--- config.mk ---
export PLATFORM = sky130hd
export DESIGN_NAME = cpcs_mux_arbiter
export DESIGN_NICKNAME = d
export VERILOG_FILES = /design/src/rtl/cpcs_mux_arbiter.sv
export SDC_FILE = /design/constraint.sdc
export NUM_CORES = 1
export LEC_CHECK = 0
export ABC_AREA = 1
export CORE_MARGIN = 4
export CORE_UTILIZATION = 47
export DETAILED_ROUTE_END_ITERATION = 10
export PLACE_DENSITY = 0.76
export SLEW_MARGIN = 20
export SYNTH_ARGS = -nofsm -noshare
export SYNTH_HDL_FRONTEND = slang
export SYNTH_SLANG_ARGS = --single-unit
--- constraint.sdc ---
create_clock -name CLK -period 2 [get_ports CLK]
set_input_delay 0.5 -clock CLK [delete_from_list [all_inputs] [get_ports CLK]]
set_output_delay 0.5 -clock CLK [all_outputs]
set_load 0.1 [all_outputs]
--- src/rtl/cpcs_mux_arbiter.sv ---
// cpcs_mux_arbiter: round-robin frame arbiter driving the 4:1 encoder-input mux select.
// Latency: REQ/EOF sampled at an edge update GNT/SEL/ACTIVE on that same edge (registered outputs).
// Backpressure: none; a grant is held for a whole frame until EOF, REQ drop or (optional) timeout.
//
// Ports:
//   CLK      encoder clock, all logic on the rising edge
//   RESET_N  synchronous active-low reset
//   REQ[3:0] per-requester request
//   EOF[3:0] per-requester end-of-frame; only the owner's bit is looked at
//   SEL[1:0] registered mux select = binary index of the owner (holds when idle)
//   GNT[3:0] registered one-hot grant, zero when idle
//   ACTIVE   registered, high while a grant is held
//   PREEMPT  one-cycle pulse aligned with the new grant after a timeout release
//
// Optional feature macro: CPCS_ARB_TIMEOUT_EN (burst timeout with MAX_BURST limit).

module cpcs_mux_arbiter #(
  parameter int MAX_BURST = 16
) (
  input  logic       CLK,
  input  logic       RESET_N,
  input  logic [3:0] REQ,
  input  logic [3:0] EOF,
  output logic [1:0] SEL,
  output logic [3:0] GNT,
  output logic       ACTIVE,
  output logic       PREEMPT
);

  if (MAX_BURST < 2 || MAX_BURST > 256) begin : g_bad_max_burst
    $error("cpcs_mux_arbiter: MAX_BURST must be in 2..256");
  end

  typedef enum logic {IDLE, BUSY} state_t;

  state_t     state, state_nxt;
  logic [1:0] ptr, ptr_nxt;
  logic [1:0] sel_nxt;
  logic [3:0] gnt_nxt;
  logic       active_nxt;

  logic       timeout;
  logic       rel;
  logic [1:0] arb_base;
  logic [2:0] win;     // {found, index}

  // First set bit of req in the order base, base+1, base+2, base+3 (mod 4).
  // Walk from the far end so the nearest hit overwrites the result last.
  function automatic logic [2:0] pick(input logic [3:0] req, input logic [1:0] base);
    logic [1:0] idx;
    pick = 3'b000;
    for (int k = 3; k >= 0; k--) begin
      idx = base + 2'(k);
      if (req[idx]) pick = {1'b1, idx};
    end
  endfunction

  // The owner releases on its EOF, on dropping its request, or on timeout.
  assign rel      = EOF[SEL] | ~REQ[SEL] | timeout;
  // On release the search starts just past the old owner, so it ends up last.
  assign arb_base = (state == BUSY) ? SEL + 2'd1 : ptr;
  assign win      = pick(REQ, arb_base);

  always_comb begin
    state_nxt  = state;
    ptr_nxt    = ptr;
    sel_nxt    = SEL;
    gnt_nxt    = GNT;
    active_nxt = ACTIVE;
    case (state)
      IDLE: begin
        if (win[2]) begin
          sel_nxt    = win[1:0];
          gnt_nxt    = 4'b0001 << win[1:0];
          active_nxt = 1'b1;
          state_nxt  = BUSY;
        end
      end
      BUSY: begin
        if (rel) begin
          ptr_nxt = SEL + 2'd1;
          if (win[2]) begin
            sel_nxt = win[1:0];
            gnt_nxt = 4'b0001 << win[1:0];
          end else begin
            // SEL keeps its value so the mux output does not move while idle.
            gnt_nxt    = 4'b0000;
            active_nxt = 1'b0;
            state_nxt  = IDLE;
          end
        end
      end
      default: state_nxt = IDLE;
    endcase
  end

  always_ff @(posedge CLK) begin
    if (!RESET_N) begin
      state  <= IDLE;
      ptr    <= 2'd0;
      SEL    <= 2'd0;
      GNT    <= 4'b0000;
      ACTIVE <= 1'b0;
    end else begin
      state  <= state_nxt;
      ptr    <= ptr_nxt;
      SEL    <= sel_nxt;
      GNT    <= gnt_nxt;
      ACTIVE <= active_nxt;
    end
  end

`ifdef CPCS_ARB_TIMEOUT_EN
  localparam logic [7:0] BURST_LAST = 8'(MAX_BURST - 1);

  logic [7:0] beat_cnt, beat_nxt;
  logic       new_grant;

  // Forced release only when the owner still wants the bus, has not ended the
  // frame itself, and somebody else is waiting; otherwise it is a plain release.
  assign timeout = (state == BUSY) && (beat_cnt == BURST_LAST) &&
                   !EOF[SEL] && REQ[SEL] && |(REQ & ~GNT);

  assign new_grant = win[2] && ((state == IDLE) || rel);

  // Counter saturates at the limit so a late competitor preempts immediately.
  always_comb begin
    beat_nxt = beat_cnt;
    if (new_grant)
      beat_nxt = 8'd0;
    else if (state == BUSY && beat_cnt != BURST_LAST)
      beat_nxt = beat_cnt + 8'd1;
  end

  always_ff @(posedge CLK) begin
    if (!RESET_N) begin
      beat_cnt <= 8'd0;
      PREEMPT  <= 1'b0;
    end else begin
      beat_cnt <= beat_nxt;
      PREEMPT  <= timeout;
    end
  end
`else
  assign timeout = 1'b0;
  assign PREEMPT = 1'b0;
`endif

endmodule
## Word level (Yosys, flattened, before mapping)

Cells that the tools add are included.

| storage, ports and cells | value |
|---|---|
| register bits | 10 |
| bits in latches | 0 |
| memory bits (writable) | 0 |
| bits in read-only memories | 0 |
| output and inout port bits | 8 |
| logic and storage cells | 55 |
| memories | 0 |

| cells by class | value |
|---|---|
| add/subtract/negate cells | 4 |
| $mul | 0 |
| divide/modulo/power cells | 0 |
| $lt $le $gt $ge | 5 |
| equality and inequality tests | 3 |
| shift-type cells | 1 |
| muxes and demuxes | 31 |
| bitwise gates (word level) | 3 |
| reductions and logical operators | 3 |

Operators with widths:

| cell | number |
|---|---|
| < comparator 2 x 3 -> 1 bit, second input constant | 5 |
| binary-select mux 1 bit (select 2 bit) | 6 |
| 2-to-1 mux 3 bit | 4 |
| 2-to-1 mux 4 bit | 3 |
| 2-to-1 mux 1 bit | 11 |
| case mux 4 bit (2 select lines) | 1 |
| 2-to-1 mux 2 bit | 3 |
| adder 2 x 1 -> 2 bit, second input constant | 2 |
| adder 2 bit, second input constant | 2 |
| != test 2 bit, second input constant | 2 |
| case mux 1 bit (2 select lines) | 2 |
| case mux 2 bit (2 select lines) | 1 |
| AND reduction 2 bit | 2 |
| left shift 1 x 2 -> 4 bit, first input constant | 1 |
| AND reduction 3 bit | 1 |
| != test 2 x 1 -> 1 bit, second input constant | 1 |
| NOT 1 bit | 2 |
| bitwise OR 1 bit | 1 |

## Longest topological paths before layout

| depth | value |
|---|---|
| word-level depth | 13 |
| gate-level depth with buffers | 13 |

## Worst setup path before layout

No wires, ideal clock.

| timing | value |
|---|---|
| path type | reg2reg |
| start | reg SEL[0] |
| end | reg GNT[0] |
| setup time | 0.070 ns |
| arrival | 2.144 ns |
| data required time | 1.930 ns |
| setup slack | -0.214 ns |
| cell stages (with the launch flop) | 13 |
| path through | dfxtp_1 -> inv_2 -> nand2_1 -> nand2_4 -> nand2_1 -> nand2_1 -> nor2_2 -> nand2_1 -> nand2_1 -> nand2_1 -> inv_2 -> nand2_1 -> a21oi_1 |

| between the ends | value |
|---|---|
| word-level cells in the longest chain between the ends | 13 |
| elaborated cells on any way between the ends | 31 |

Ends and longest elaborated chain:

| element | RTL line | RTL |
|---|---|---|
| start, declared | 24 | `output logic [1:0] SEL,` |
| start signal, assigned | 107 | `SEL <= sel_nxt;` |
| adder 2 x 1 -> 2 bit | 61 | `assign arb_base = (state == BUSY) ? SEL + 2'd1 : ptr;` |
| 2-to-1 mux 2 bit | 61 |  |
| adder 2 bit | 53 | `idx = base + 2'(k);` |
| binary-select mux 1 bit (select 2 bit) | 54 | `if (req[idx]) pick = {1'b1, idx};` |
| 2-to-1 mux 1 bit (implied by the code) | 54 |  |
| 2-to-1 mux 3 bit (4 in series) | 54 |  |
| left shift 1 x 2 -> 4 bit | 74, 84 |  |
| 2-to-1 mux 4 bit | 82 | `if (win[2]) begin` |
| 2-to-1 mux 4 bit | 80 | `if (rel) begin` |
| case mux 4 bit (2 select lines) | 70 | `case (state)` |
| end signal, assigned | 108 | `GNT <= gnt_nxt;` |
| end, declared | 25 | `output logic [3:0] GNT,` |

Several ways; a longest one is shown, not always the timed one. The select of a mux whose other input is x is not followed.
A chain may end at the register's enable or synchronous reset.

## Worst setup path after layout

| timing | value |
|---|---|
| start | in REQ[3] |
| end | reg SEL[1] |

| between the ends | value |
|---|---|
| word-level cells in the longest chain between the ends | 9 |
| elaborated cells on any way between the ends | 20 |

Ends and longest elaborated chain:

| element | RTL line | RTL |
|---|---|---|
| start, declared | 22 | `input logic [3:0] REQ,` |
| binary-select mux 1 bit (select 2 bit) | 54 |  |
| 2-to-1 mux 1 bit (implied by the code) | 54 |  |
| 2-to-1 mux 3 bit (4 in series) | 54 |  |
| 2-to-1 mux 2 bit | 72, 82 |  |
| 2-to-1 mux 2 bit | 80 |  |
| case mux 2 bit (2 select lines) | 70 |  |

Several ways; a longest one is shown, not always the timed one. The select of a mux whose other input is x is not followed.

==> flow_results.org <==
** Layout
- The final layout contains 147 nets.
- Core occupancy in the finished layout :: 68.40%
- Of the cells placed in the final design, the portion with a size suffix greater than 1 is 25.00%.
- Most frequent standard cell in the layout excluding fill and tap cells :: sky130_fd_sc_hd__nand2_1
- The repair_antennas step left the layout with diodes totalling 0.
- Non-filler cells in the finished layout :: 151
- Relative to the synthesized area, the layout overhead comes to 31.08%.
- Commonest cells after routing, fill and taps aside :: sky130_fd_sc_hd__nand2_1 (44), sky130_fd_sc_hd__nand3_1 (11), sky130_fd_sc_hd__nand2_2 (9), sky130_fd_sc_hd__clkdlybuf4s50_1 (9), sky130_fd_sc_hd__inv_1 (8)

** Power
- In this run the static leakage power is ~0.45 nW.
- Register share of total power :: 20.2%
- The clock network accounts for 10.2% of the total power.
- Total net switching power :: 0.001020 W
- Part of the total power dissipated in combinational logic :: between 60% and 70%
- In this run switching power makes up 57.60% of total power.
- The internal power of the cells totals 0.0007513 W.
- Power per standard cell area :: ~1900 nW/um^2
- VDD sags by at most 1.028 mV.

** Critical path
- Most common cell type on the critical path :: sky130_fd_sc_hd__nand2_1
- In this run the worst setup path begins at REQ[3].
- Arrival time at the worst endpoint :: 1940 ps
- In this run the worst path has a maximum fanout of 4.
- Counting cells, the worst reg-to-reg path comes to 11.
- The worst setup path is launched from an input port.
- For flop-to-flop paths, the worst setup slack is 270 ps.
- Kind of cell adding the most delay to the critical path :: buffers and inverters
- Counting buffers and inverters, the worst setup path is 10 cells deep.
- Endpoint of the most critical setup path :: SEL[1]
- Cells traversed along the worst timing path :: clkdlybuf4s50_1 -> nand2_1 -> nand2_1 -> nor2_2 -> nand2_1 -> nand2_1 -> inv_1 -> nor2_1 -> o21ai_0 -> inv_1
- For the worst setup path, the data required time is 2160 ps.
- The worst register-to-register path ends at SEL[1].
- Buffers and inverters on the worst path :: 3
- In this design, the stage delay of the slowest critical-path cell is 510 ps.
- Cell at the slowest stage of the critical path :: sky130_fd_sc_hd__clkdlybuf4s50_1
- Launch point of the worst reg-to-reg path :: SEL[0]
- Element type at the critical path end :: register
- The setup path with the least slack is of type in -> reg.

** Global routing
- The total overflow left after global routing is 0.
- The number of antenna violations at the first check in global routing was 0.
- Entering global routing, the biggest net connects 9 pins.
- Number of global-route vias before repair :: a little under 700
- The first global-routing pass estimated ~2.9 mm of wire.
- Global routing used 18.57% of the available tracks across all layers.

** Timing
- Across the routed clock network, the largest skew measured is 11.30 ps.
- The total count of hold-check failures in the final report came to 0.
- Based on the critical path, the design can be clocked at up to 0.5626 GHz.
- Setup repair after global routing left no endpoint under its margin.
- Setup violations remaining at the end of the flow were counted as 0.
- Number of max-slew violations in the final report :: 0
- Worst hold slack :: ~470 ps
- Aggregate negative setup slack :: 0 ps
- The worst path in the final design needs a cycle of 1778 ps, including I/O delays and setup.
- After layout, the worst path uses 88.88% of the clock period.

** Clocking
- Worst-path clk slew :: about 70 ps
- TritonCTS built the clock tree.
- In this run the post-CTS setup repair buffer count came out at 0.
- The root buffer cell chosen for the clock tree is sky130_fd_sc_hd__clkbuf_4.
- Counting along the longest clock path gives a buffer depth of 2.
- CTS built an H-tree with a depth of 1.
- Insertion delay of the later-clocked pin in the worst-skew pair :: 270 ps
- Clock tree sinks :: 10
- TritonCTS created 3 clock buffers.

** Routing
- In this run, the number of DRC markers left after iteration 0 of detailed routing was 15.
- Number of nets with antenna violations after routing :: 0
- Routed vias :: 770
- For this run, design rule violations remaining after detail routing come to 0.
- Detailed-route wire length :: 1.691 mm
- Dividing the detail-routed via count by the number of cells gives 5.099.
- After detailed routing, the average wire length per cell comes to ~11 um.
- For this run, the detailed router's first-pass iteration total came to 4.

** Synthesis
- The synthesized design contains 10 register bits.
- The average instance in the mapped netlist occupies about 6.0 um^2.
- In this run the cell area of the synthesized design comes to a little over 700 um^2.
- Share of synthesized area occupied by flip-flops and latches :: roughly 28%
- Yosys warns :: 0
- Yosys mapped the design onto 22 distinct sky130hd cell types.
- Number of cells produced by synthesis :: 117
- When the netlist entered floorplanning its net count stood at 127.

** Floorplan
- Number of rows created at floorplan :: 13
- The die covers 2182 um^2.
- The initial utilization of the core area, before any placement, comes to between 50% and 60%.
- Ports placed on the boundary :: 18
- Area of the placeable core :: 1350 um^2
- Die boundary height :: 46.72 um
- Horiz. Die Dim :: 46.72 um

** Run status
- The run finished with clean final reports.

** Min path
- Classification of the worst-slack hold path :: reg -> reg

** Placement
- Number of placed cells counting well taps :: 147
- Summed over all nets, the half-perimeter wirelength after detailed placement is 1.326 mm.
- RePlAce Congestion :: 0.8681
- Count of buffers from port buffering :: 16

** Job
- The tool flagged a number of max-cap violations equal to 0.
[synthesized netlist by cell type, drive strengths merged]
cell / count / area share (%)
a21oi: 8 / 6.2
a31oi: 1 / 0.89
and2: 1 / 1.2
buf: 1 / 1.1
conb: 1 / 0.53
dfxtp: 10 / 28
inv: 12 / 6.4
nand2: 54 / 33
nand3: 12 / 9.2
nand4: 1 / 0.89
nor2: 7 / 4.1
o211ai: 1 / 1.1
o21ai: 6 / 4.8
o221ai: 1 / 1.2
or2: 1 / 0.89
[final cells by class]
class / count / area (um^2)
multi-input combinational: 94 / 451.7
fill: 123 / 426.7
sequential: 10 / 203.9
timing repair buffer: 16 / 167.7
inverter: 12 / 45.04
clock buffer: 4 / 36.28
tap: 15 / 18.77
[through the flow]
stage | power [W] | setup WS [ps] | area (um^2)
after floorplan | 0.001308 | 167.7 | 706.9
after global placement | 0.001573 | 10.86 | 885.9
after detailed placement | 0.001581 | 6.288 | 885.9
after CTS | 0.001770 | 235.6 | 922.1
after global routing | 0.001904 | 69.97 | 923.4
final | 0.001772 | 222.4 | 923.4
[flip-flops by register name, summed over array words and instances (netlist names)]
signal,count
SEL,2
ptr,2
state,1
GNT,4
ACTIVE,1
[cell families after synthesis]
group	share of synthesized area, %
AND/OR/NAND/NOR	49.38
AO/OA/AOI/OAI	14.21
buffers and inverters	7.460
flip-flops	28.42
other	0.5323
[what timing repair did]
action	in CTS	in global routing
resized for setup	0	1
hold buffers	0	0
setup endpoints to repair	0	1
endpoints found under the hold margin	0	0
[routing by layer]
layer  global-route usage, %  routed length, um
met1                   25.35                791
met2                   29.12                794
met3                   3.516                 86
met4                   6.630                 19
met5                       0                  0
[worst reg2reg max path, delay by kind of cell (launching register included)]
kind | cells | cell delay, ps
simple gates | 7 | 830
flops | 1 | 430
compound gates | 2 | 220
buf+inv | 2 | 160
[power groups by stage]
stage | clock network (W) | registers (W) | logic [W]
2_1_floorplan | 0 | 0.000727 | 0.000581
3_3_place_gp | 0 | 0.000361 | 0.00121
3_5_place_dp | 0 | 0.000359 | 0.00122
4_1_cts | 0.000184 | 0.000355 | 0.00123
5_1_grt | 0.000192 | 0.000367 | 0.00134
6_report | 0.000180 | 0.000359 | 0.00123
[worst min-delay path by stage]
| stage | depth (start not counted) | slack (ps) | end | from |
|---|---|---|---|---|
| 2_1_floorplan | 2 | 520 | ptr[1] | ptr[1] |
| 3_3_place_gp | 2 | 450 | GNT[3] | GNT[3] |
| 3_5_place_dp | 2 | 460 | GNT[0] | GNT[0] |
| 4_1_cts | 2 | 470 | GNT[0] | GNT[0] |
| 5_1_grt | 2 | 480 | GNT[1] | GNT[1] |
| 6_report | 2 | 470 | GNT[0] | GNT[0] |
Note: power is estimated with default switching activity, not from simulation.
